--- src/rtl/ps_loader.sv ---
// ps_loader: passive-serial bitstream shifter with CONF_DONE/nSTATUS monitoring and init clocks
module ps_loader #(
  parameter int CLK_DIV = 1,
  parameter int INIT_CLOCKS = 3200
) (
  input  logic       clock,
  input  logic       reset,
  input  logic       start,
  input  logic [7:0] byte_data,
  input  logic       byte_valid,
  input  logic       byte_last,
  output logic       byte_ready,
  output logic       dclk,
  output logic       data0,
  input  logic       n_status,
  input  logic       conf_done,
  output logic       busy,
  output logic       done,
  output logic       error
);
  localparam int PW = $clog2(CLK_DIV + 1);
  localparam int NW = $clog2(INIT_CLOCKS + 1);
  typedef enum logic [2:0] {IDLE, LOAD, SHIFT, INIT, DONE, ERROR} state_t;
  state_t state;
  logic [7:0] sr;
  logic last;
  logic [2:0] bit_idx;
  logic [PW-1:0] ph;
  logic [NW-1:0] pulses;
  logic ph_end;
  logic active;
  assign ph_end = ph == PW'(CLK_DIV - 1);
  assign active = state == LOAD || state == SHIFT || state == INIT;
  always_ff @(posedge clock or posedge reset) begin
    if (reset) begin
      state <= IDLE;
      sr <= '0;
      last <= 1'b0;
      bit_idx <= '0;
      ph <= '0;
      pulses <= '0;
      dclk <= 1'b0;
      data0 <= 1'b0;
      byte_ready <= 1'b0;
      busy <= 1'b0;
      done <= 1'b0;
      error <= 1'b0;
    end else if (active && !n_status) begin
      state <= ERROR;
      dclk <= 1'b0;
      byte_ready <= 1'b0;
      busy <= 1'b0;
      error <= 1'b1;
    end else begin
      case (state)
        IDLE, DONE, ERROR: begin
          if (start) begin
            state <= LOAD;
            byte_ready <= 1'b1;
            busy <= 1'b1;
            done <= 1'b0;
            error <= 1'b0;
            dclk <= 1'b0;
          end
        end
        LOAD: begin
          if (byte_valid) begin
            state <= SHIFT;
            sr <= byte_data;
            last <= byte_last;
            data0 <= byte_data[0];
            bit_idx <= '0;
            ph <= '0;
            byte_ready <= 1'b0;
          end
        end
        SHIFT: begin
          if (!ph_end) ph <= ph + 1'b1;
          else begin
            ph <= '0;
            if (!dclk) dclk <= 1'b1;
            else begin
              dclk <= 1'b0;
              if (bit_idx != 3'd7) begin
                bit_idx <= bit_idx + 3'd1;
                sr <= sr >> 1;
                data0 <= sr[1];
              end else if (conf_done) begin
                state <= INIT;
                data0 <= 1'b0;
                pulses <= '0;
              end else if (last) begin
                state <= ERROR;
                busy <= 1'b0;
                error <= 1'b1;
              end else begin
                state <= LOAD;
                byte_ready <= 1'b1;
              end
            end
          end
        end
        INIT: begin
          if (!ph_end) ph <= ph + 1'b1;
          else begin
            ph <= '0;
            if (!dclk) dclk <= 1'b1;
            else begin
              dclk <= 1'b0;
              if (pulses == NW'(INIT_CLOCKS - 1)) begin
                state <= DONE;
                busy <= 1'b0;
                done <= 1'b1;
              end else pulses <= pulses + 1'b1;
            end
          end
        end
        default: state <= IDLE;
      endcase
    end
  end
endmodule
--- config.mk ---
export PLATFORM = sky130hd
export DESIGN_NAME = ps_loader
export DESIGN_NICKNAME = d
export VERILOG_FILES = /design/src/rtl/ps_loader.sv
export SDC_FILE = /design/constraint.sdc
export NUM_CORES = 1
export LEC_CHECK = 0
export ABC_CLOCK_PERIOD_IN_PS = 2200
export BUFFER_PORTS_ARGS = -buffer_cell sky130_fd_sc_hd__buf_2
export CORE_UTILIZATION = 30
export CTS_BUF_LIST = sky130_fd_sc_hd__clkbuf_8
export CTS_CLUSTER_SIZE = 28
export DETAILED_ROUTE_END_ITERATION = 8
export HOLD_SLACK_MARGIN = 0.08
export PLACE_DENSITY = 0.49
export SLEW_MARGIN = 20
export SYNTH_ARGS = -nofsm -noshare
export SYNTH_HDL_FRONTEND = slang
export SYNTH_SLANG_ARGS = --single-unit
--- constraint.sdc ---
create_clock -name clock -period 2.2 [get_ports clock]
set_input_delay 0.66 -clock clock [delete_from_list [all_inputs] [get_ports clock]]
set_output_delay 0.66 -clock clock [all_outputs]
set_load 0.03 [all_outputs]
==> results.toml, run 1 <==
[power]
p_leak_nw = 0.986
p_per_area_nw_per_um2 = 1080
p_total_mw = 2.36
ir_drop_mv = 0.497

[clock_network]
clock-root-buffer = "clkbuf_8"
cts_sinks = 32
cts_made_buffers = 5
holdBufCountCts = 0
clkLatencyLatePin_ns = 0.29
cts_setup_buffers = 0
ctsLongestPathBuffers = 2
ctsResizeCount = 0
htreeDepth = 2
path_clk_slew_ns = 0.07
tritoncts = "yes"

[final_layout]
final_cell_count_no_fill = 312
nets = 254
syn_to_final_growth_pct = 16.0
fillCellCount = 627
drive_above_1_share_pct = 22.4
finalInstanceArea_um2 = 2190
antennaDiodeCount = 0

[critical_path]
worstPathMaxFanout = 5
arrival_ns = 2.20
required_ns = 2.38
regToRegEndpoint = "busy$_DFFE_PP0P_"
critPathLaunchType = "flop"
r2r_cells = 6
cp-end-kind = "flop"
worst-r2r-setup-slack_ns = 0.17
path_class = "reg -> reg"
r2r_start = "pulses[9]$_DFFE_PP0P_"

[route]
drt_iter0_drc = 69
via_per_inst = 5.07
ant_nets = 0
drc = 0
via_count = 1582
first_pass_iters = 4
finalWirelength_um = 4320
wl_per_cell_um = 13.8

[placement]
io_buffer_count = 20
dpl.cell_count = 304
detailed_place_hpwl_um = 3100
routabilityCongestion = 0.853
post-place-ws_ns = 0.0418
place_area_um2 = 2100

[grt]
antenna_found_initial = 0
grt_pass1_wl_um = 7060
grt_max_degree = 33
grt-ovfl-total = 0
track_usage_pct = 14.4
grt_pass1_vias = 1450

[logic_synthesis]
ys_types = 46
syn_area_per_cell_um2 = 9.16
yosys_register_bits = 32
syn_area_um2 = 1890
yosys-top-cells-area = "dfrtp_1, nand2_1, o21ai_0"
yosysSeqAreaShare_pct = 42.4
syn-num-nets = 224
synth_warnings = 0
syn_inst = 206
synth_top_area_share_pct = 42.4
yosys.area.top_type = "dfrtp_1"

[sta]
tightest_slew_ns = 0.447
tns_ns = 0
setup_viol = 0
fin_skew_ns = 0.00601
final_hold_viol_count = 0
slew_headroom_pct = 70.2
layout_setup_ws_ns = 0.174
final_max_slew_viol_count = 0
finalCritPeriodShare_pct = 92.1
rsz0062_at_grt = "false"
fmax_mhz = 494
fin_crit_ns = 2.03

[min_path]
hold_class = "in -> async"

[floorplanning]
start_util_pct = 31.5
die_h_um = 81.3
core-area_um2 = 5990
die_area_um2 = 6610
ios = 21
die_w_um = 81.3
num_rows = 28

[run]
max-cap-violations = 0

[status]
status = "complete, no violations"
-- per-stage QoR --
stage,hold slack [ns],utilization [%]
2_1_floorplan,0.456,-
3_3_place_gp,0.464,35.0
3_5_place_dp,0.465,35.0
4_1_cts,0.478,36.5
5_1_grt,0.507,36.5
6_report,0.457,36.5
-- worst max-delay path: stages (launching register included) --
cell and delay, ns:
dfrtp_1 0.45, nor4b_4 0.34, and4_4 0.29, o22a_4 0.16, nand2_4 0.08, a2111o_1 0.42
a21o_1 0.18
-- how the worst max path moves through the flow --
stage / from / endpoint / slack [ns] / depth (start not counted)
after detailed placement: n_status / state[0]$_DFFE_PP0P_ / 0.04 / 6
after floorplan: n_status / busy$_DFFE_PP0P_ / 0.22 / 7
after global routing: state[2]$_DFFE_PP0P_ / error$_DFFE_PP0P_ / 0.01 / 6
final: pulses[9]$_DFFE_PP0P_ / busy$_DFFE_PP0P_ / 0.17 / 6
after CTS: pulses[9]$_DFFE_PP0P_ / error$_DFFE_PP0P_ / 0.16 / 6
after global placement: n_status / busy$_DFFE_PP0P_ / 0.07 / 7
-- where the power goes --
part           internal [mW]  total, mW  switching (mW)
sequential             0.745      0.913           0.168
combinational          0.414      0.972           0.558
clock                  0.249      0.475           0.225
total                   1.41       2.36           0.952
-- placed cells by master (no fill, tap or decap), drive strengths merged, types with 4 or more instances in the layout --
cell type  count
nor2          21
and3           4
inv            5
xnor2          4
nor3           5
o21ai         20
clkbuf         6
nand2         33
a21oi          9
nand3          6
o31ai          4
buf           33
dfrtp         32
nand4          4
a31oi          9
-- registers in the layout (all words and copies together) (netlist names) --
register    cells
state           3
bit_idx         3
sr              7
dclk            1
last            1
pulses         12
done            1
byte_ready      1
busy            1
data0           1
error           1
-- synth_stat cells, drive strengths merged --
| cell | n |
|---|---|
| a2111o | 1 |
| a2111oi | 1 |
| a211oi | 1 |
| a21o | 3 |
| a21oi | 9 |
| a22o | 3 |
| a31oi | 9 |
| a41oi | 2 |
| and2 | 3 |
| and2b | 2 |
| and3 | 4 |
| and3b | 1 |
| and4 | 2 |
| buf | 4 |
| clkbuf | 6 |
| dfrtp | 32 |
| ha | 3 |
| inv | 5 |
| mux2 | 3 |
| mux2i | 1 |
| nand2 | 33 |
| nand3 | 6 |
| nand3b | 1 |
| nand4 | 4 |
| nor2 | 21 |
| nor2b | 3 |
| nor3 | 5 |
| nor3b | 1 |
| nor4b | 1 |
| o21a | 2 |
| o21ai | 20 |
| o21ba | 1 |
| o22a | 2 |
| o2bb2ai | 1 |
| o311a | 1 |
| o31ai | 4 |
| or4bb | 1 |
| xnor2 | 4 |
-- per-layer routing --
metal	routed length, um	vias up	track usage, %
met4	55	0	4.82
met2	1920	27	21.5
met5	0	-	0
li1	-	795	-
met1	2180	754	19.2
met3	164	6	4.72
-- layout make-up --
type	count	area [um^2]	area share [%]
Clock inverter	2	10.0	0.457
Inverter	5	18.8	0.858
Sequential cell	32	801	36.6
Timing Repair Buffer	33	198	9.03
Clock buffer	6	82.6	3.77
Tap cell	75	93.8	4.29
Multi-Input combinational cell	159	985	45.0
-- cells by family after synthesis --
group | count (synthesis) | synth area share (%)
AO/OA/AOI/OAI | 60 | 22.0
XOR/XNOR | 4 | 1.86
buffers and inverters | 15 | 5.37
multiplexers | 4 | 2.32
adder cells (fa/ha/maj) | 3 | 1.99
AND/OR/NAND/NOR | 88 | 24.1
flip-flops | 32 | 42.4
(Power assumes the default switching activity.)
==> run 2: changes to the inputs <==
==> constraint.sdc (replaced) <==
create_clock -name clock -period 2.2 [get_ports clock]
set_input_delay 0.44 -clock clock [delete_from_list [all_inputs] [get_ports clock]]
set_output_delay 0.44 -clock clock [all_outputs]
set_load 0.03 [all_outputs]
==> run 2 against run 1 <==
Cell count shrank 0.32%. Core utilization is 0.13 points lower. Sequential cell count unchanged. Critical path depth did not move.
==> results.toml, run 2 (synthesized netlist as in run 1, its figures left out) <==
[placement]
detailed_place_hpwl_um = 3020
routabilityCongestion = 0.812
dpl.cell_count = 303
io_buffer_count = 20

[final_layout]
syn_to_final_growth_pct = 15.6
final_cell_count_no_fill = 311
fillCellCount = 617
reg_top3 = "pulses: 12 flops, sr: 7 flops"
top_register = "pulses"
drive_above_1_share_pct = 22.0
largest_reg_flops = 12
layout_common_cells = "nand2_1, dfrtp_1, nor2_1, o21ai_0, buf_2"
nets = 253
antennaDiodeCount = 0

[sta]
finalCritPeriodShare_pct = 90.0
slew_headroom_pct = 70.4
fmax_mhz = 505
fin_skew_ns = 0.00522
rsz0062_at_grt = "false"
tns_ns = 0
final_max_slew_viol_count = 0
tightest_slew_ns = 0.444
final_hold_viol_count = 0
fin_crit_ns = 1.98
setup_viol = 0

[clock_network]
tritoncts = "yes"
path_clk_slew_ns = 0.07
ctsResizeCount = 0
cts_sinks = 32
htreeDepth = 2
holdBufCountCts = 0
cts_setup_buffers = 0
clock-root-buffer = "clkbuf_8"
clkLatencyLatePin_ns = 0.28
cts_made_buffers = 5
ctsLongestPathBuffers = 2

[power]
ir_drop_mv = 0.633
p_per_area_nw_per_um2 = 1070
power_switching_mw = 0.929
p_leak_nw = 0.981
sw_frac_of_total_pct = 39.7
seqPwrFrac_pct = 38.8
combPwrFrac_pct = 41.5
intPower_mw = 1.41
clkPwrFrac_pct = 19.8

[grt]
grt-ovfl-total = 0
grt_pass1_wl_um = 7110
grt_max_degree = 33
track_usage_pct = 14.2
antenna_found_initial = 0
grt_pass1_vias = 1506

[floorplanning]
core-area_um2 = 5990
die_w_um = 81.3
start_util_pct = 31.5
die_h_um = 81.3
num_rows = 28
die_area_um2 = 6610
ios = 21

[route]
finalWirelength_um = 4110
via_count = 1560
wl_per_cell_um = 13.2
first_pass_iters = 5
ant_nets = 0
via_per_inst = 5.02
drc = 0
drt_iter0_drc = 43

[status]
status = "complete, no violations"

[critical_path]
r2r_cells = 6
critPathLaunchType = "flop"
cp-end-kind = "flop"
required_ns = 2.37
worstPathMaxFanout = 5
path_class = "reg -> reg"
arrival_ns = 2.15

[min_path]
hold_class = "in -> async"

[run]
max-cap-violations = 0
## run 2: cell count changes in the layout (fill, tap and decap cells not counted), sizes merged
cell,before,now
buf,33,32
## run 2: final timing paths
kind | startpoint | end | slack [ns]
max | pulses[9]$_DFFE_PP0P_ | busy$_DFFE_PP0P_ | 0.22
min | reset | bit_idx[2]$_DFFE_PP0P_ | 0.23
max reg2reg | pulses[9]$_DFFE_PP0P_ | busy$_DFFE_PP0P_ | 0.22
min reg2reg | busy$_DFFE_PP0P_ | busy$_DFFE_PP0P_ | 0.48
max in group asynchronous | reset | bit_idx[0]$_DFFE_PP0P_ | 1.65
min in group clock | byte_last | last$_DFFE_PP0P_ | 0.40
## run 2: final cells by class
| class | instances | area (um^2) | area share, % |
|---|---|---|---|
| Timing Repair Buffer | 32 | 190 | 8.72 |
| Clock inverter | 2 | 10.0 | 0.459 |
| Sequential cell | 32 | 801 | 36.7 |
| Tap cell | 75 | 93.8 | 4.30 |
| Inverter | 5 | 18.8 | 0.861 |
| Clock buffer | 6 | 82.6 | 3.79 |
| Multi-Input combinational cell | 159 | 985 | 45.2 |
## run 2: metal layers
| metal | global-route usage, % | up-vias | share of wire, % |
|---|---|---|---|
| met4 | 4.46 | 0 | 1.2 |
| met3 | 3.71 | 4 | 4.0 |
| li1 | - | 799 | - |
| met1 | 19.2 | 726 | 51 |
| met2 | 21.8 | 31 | 44 |
| met5 | 0 | - | 0 |
## run 2: power groups by stage
stage                     Sequential (mW)  Clock [mW]  Combinational, mW
after global placement              0.924           0              0.980
after floorplan                     0.925           0              0.734
final                               0.907       0.463              0.971
after detailed placement            0.917           0              0.975
after CTS                           0.907       0.481              0.980
after global routing                0.937       0.514               1.08
## run 2: through the flow
| stage | total power [mW] | instance area [um^2] | util (%) | setup WS (ns) | hold slack (ns) |
|---|---|---|---|---|---|
| final | 2.34 | 2180 | 36.4 | 0.219 | 0.230 |
| after global routing | 2.54 | 2180 | 36.4 | 0.0681 | 0.289 |
| after CTS | 2.37 | 2180 | 36.4 | 0.227 | 0.264 |
| after detailed placement | 1.89 | 2090 | 34.9 | 0.241 | 0.469 |
| after global placement | 1.90 | 2090 | 34.9 | 0.259 | 0.464 |
| after floorplan | 1.66 | 1890 | - | 0.344 | 0.456 |
## run 2: critical path: stages (launching register included)
cell	delay, ns
dfrtp_1	0.44
nor4b_4	0.31
and4_4	0.29
o22a_4	0.16
nand2_4	0.07
a2111o_1	0.41
a21o_1	0.19
==> run 3: changes to the inputs <==
--- a/config.mk
+++ b/config.mk
@@ -5,14 +5,15 @@
 export SDC_FILE = /design/constraint.sdc
 export NUM_CORES = 1
 export LEC_CHECK = 0
+export ABC_AREA = 1
 export ABC_CLOCK_PERIOD_IN_PS = 2200
 export BUFFER_PORTS_ARGS = -buffer_cell sky130_fd_sc_hd__buf_2
 export CORE_UTILIZATION = 30
 export CTS_BUF_LIST = sky130_fd_sc_hd__clkbuf_8
-export CTS_CLUSTER_SIZE = 28
 export DETAILED_ROUTE_END_ITERATION = 8
 export HOLD_SLACK_MARGIN = 0.08
 export PLACE_DENSITY = 0.49
+export RECOVER_POWER = 100
 export SLEW_MARGIN = 20
 export SYNTH_ARGS = -nofsm -noshare
 export SYNTH_HDL_FRONTEND = slang
==> run 3 against run 2 <==
Power increased by 10%. Sequential power decreased by 2%. Via count increased by 25%. Core utilization decreased by 1.3 points. Critical endpoint is now pulses[3]$_DFFE_PP0P_. Largest power group unchanged.
==> results.toml, run 3 <==
[clock_network]
cts_sinks = 32
clock-root-buffer = "clkbuf_8"
tritoncts = "yes"
htreeDepth = 2
cts_made_buffers = 5
ctsLongestPathBuffers = 2
cts_setup_buffers = 0
ctsResizeCount = 0
path_clk_slew_ns = 0.08
clkLatencyLatePin_ns = 0.29
holdBufCountCts = 0

[floorplanning]
die_area_um2 = 7450
num_rows = 30
die_h_um = 86.3
core-area_um2 = 6830
ios = 21
die_w_um = 86.3
start_util_pct = 31.2

[route]
via_per_inst = 4.57
ant_nets = 0
drt_iter0_drc = 79
via_count = 1944
first_pass_iters = 4
wl_per_cell_um = 11.2
drc = 0
finalWirelength_um = 4750

[final_layout]
drive_above_1_share_pct = 12.2
layout_common_cells = "nand2_1, inv_1, dfrtp_1, nor2_1, nand3_1"
antennaDiodeCount = 0
final_common_cell = "nand2_1"
largest_reg_flops = 12
top_register = "pulses"
reg_top3 = "pulses: 12 flops, sr: 7 flops"
syn_to_final_growth_pct = 12.3
fillCellCount = 778
nets = 346

[grt]
grt_pass1_wl_um = 8570
grt_max_degree = 33
grt_pass1_vias = 1794
track_usage_pct = 14.7
grt-ovfl-total = 0
antenna_found_initial = 0

[status]
status = "complete, no violations"

[logic_synthesis]
synth_common_cells = "nand2_1, inv_1, dfrtp_1"
syn_inst = 306
synth_top_area_share_pct = 37.5
synth_enable_flop_cells = 0
yosys.area.top_type = "dfrtp_1"
syn_area_um2 = 2130
ys_types = 27
synth_ff_type = "dfrtp_1"
yosys_register_bits = 32
synth_warnings = 0
async_flop_share_pct = 100
yosysMostFrequentCell = "nand2_1"
syn_area_per_cell_um2 = 6.97
yosys-top-cells-area = "dfrtp_1, nand2_1, inv_1"
syn-num-nets = 324
yosysSeqAreaShare_pct = 37.5

[sta]
tightest_slew_ns = 0.851
finalCritPeriodShare_pct = 86.6
setup_viol = 0
fin_crit_ns = 1.91
final_max_slew_viol_count = 0
fmax_mhz = 525
fin_skew_ns = 0.0126
rsz0062_at_grt = "false"
final_hold_viol_count = 0
tns_ns = 0
slew_headroom_pct = 43.3

[placement]
io_buffer_count = 20
detailed_place_hpwl_um = 3490
routabilityCongestion = 0.843

[power]
ir_drop_mv = 0.289
p_leak_nw = 1.23
p_per_area_nw_per_um2 = 1080
p_total_mw = 2.58

[critical_path]
worst-r2r-setup-slack_ns = 0.29
critPathLaunchType = "flop"
path_class = "reg -> reg"
arrival_ns = 2.08
r2r_start = "state[0]$_DFFE_PP0P_"
worstSetupStartpoint = "state[0]$_DFFE_PP0P_"
worstPathMaxFanout = 23
required_ns = 2.37
cp-end-kind = "flop"

[run]
max-cap-violations = 0

[min_path]
hold_class = "in -> async"
-- run 3: cell count changes in the layout (fill, tap and decap cells not counted), sizes merged, moves of 4 or more --
cell / delta
nand2: +79
inv: +35
nand3: +19
buf: -16
nor2: +13
a31oi: -9
clkbuf: +6
a21oi: -4
and3: -4
nand4: +4
xor2: +4
-- run 3: worst max-delay path, stage by stage (launching register included) --
cell,delay (ns)
dfrtp_1,0.50
nor2_4,0.20
nand2_4,0.17
nand2_1,0.13
nand2_1,0.06
nor2_1,0.20
nand3_2,0.31
nand2_1,0.14
nand2_1,0.06
-- run 3: final timing paths --
path | to | cells past startpoint
max | pulses[3]$_DFFE_PP0P_ | 8
min | pulses[4]$_DFFE_PP0P_ | 3
max reg2reg | pulses[3]$_DFFE_PP0P_ | 8
min reg2reg | byte_ready$_DFFE_PP0P_ | 2
max in group asynchronous | sr[6]$_DFFE_PP0P_ | 3
min in group clock | sr[7]$_DFFE_PP0P_ | 3
-- run 3: area by class of cell --
class,instances,area (um^2),share of cell area (%)
flip-flops and latches,32,801,33.4
well taps,96,120,5.02
inverters,39,146,6.11
multi-input cells,227,1110,46.2
clock buffers,5,68.8,2.87
clock inverters,3,38.8,1.62
repair buffers,23,113,4.70
-- run 3: logic make-up after synthesis --
group,after synthesis,share of synthesized area (%)
AND/OR/NAND/NOR,184,38.8
flip-flops,32,37.5
buffers and inverters,47,10.4
XOR/XNOR,6,2.46
adder cells (fa/ha/maj),3,1.76
AO/OA/AOI/OAI,34,8.97
-- run 3: per-stage QoR --
stage	instances	utilization, %	worst slack (ns)	hold WS (ns)	area, um^2
finish	425	35.1	0.295	0.388	2390
global route	425	35.1	0.107	0.391	2390
global placement	417	33.7	0.441	0.453	2300
detailed placement	417	33.7	0.384	0.454	2300
floorplan	306	-	0.735	0.475	2130
CTS	425	35.2	0.365	0.252	2410
-- run 3: where the power goes --
part	internal [mW]	leakage, nW	switching [mW]	total (mW)
clock network	0.331	0.0593	0.228	0.560
registers	0.752	0.418	0.137	0.889
logic	0.348	0.757	0.780	1.13
total	1.43	1.23	1.15	2.58
-- run 3: layer usage --
metal	wire length [um]	GRT usage (%)	share of wire, %
met4	83	6.06	1.7
met1	2290	20.2	48
met3	255	3.71	5.4
met2	2120	22.2	45
met5	0	0	0
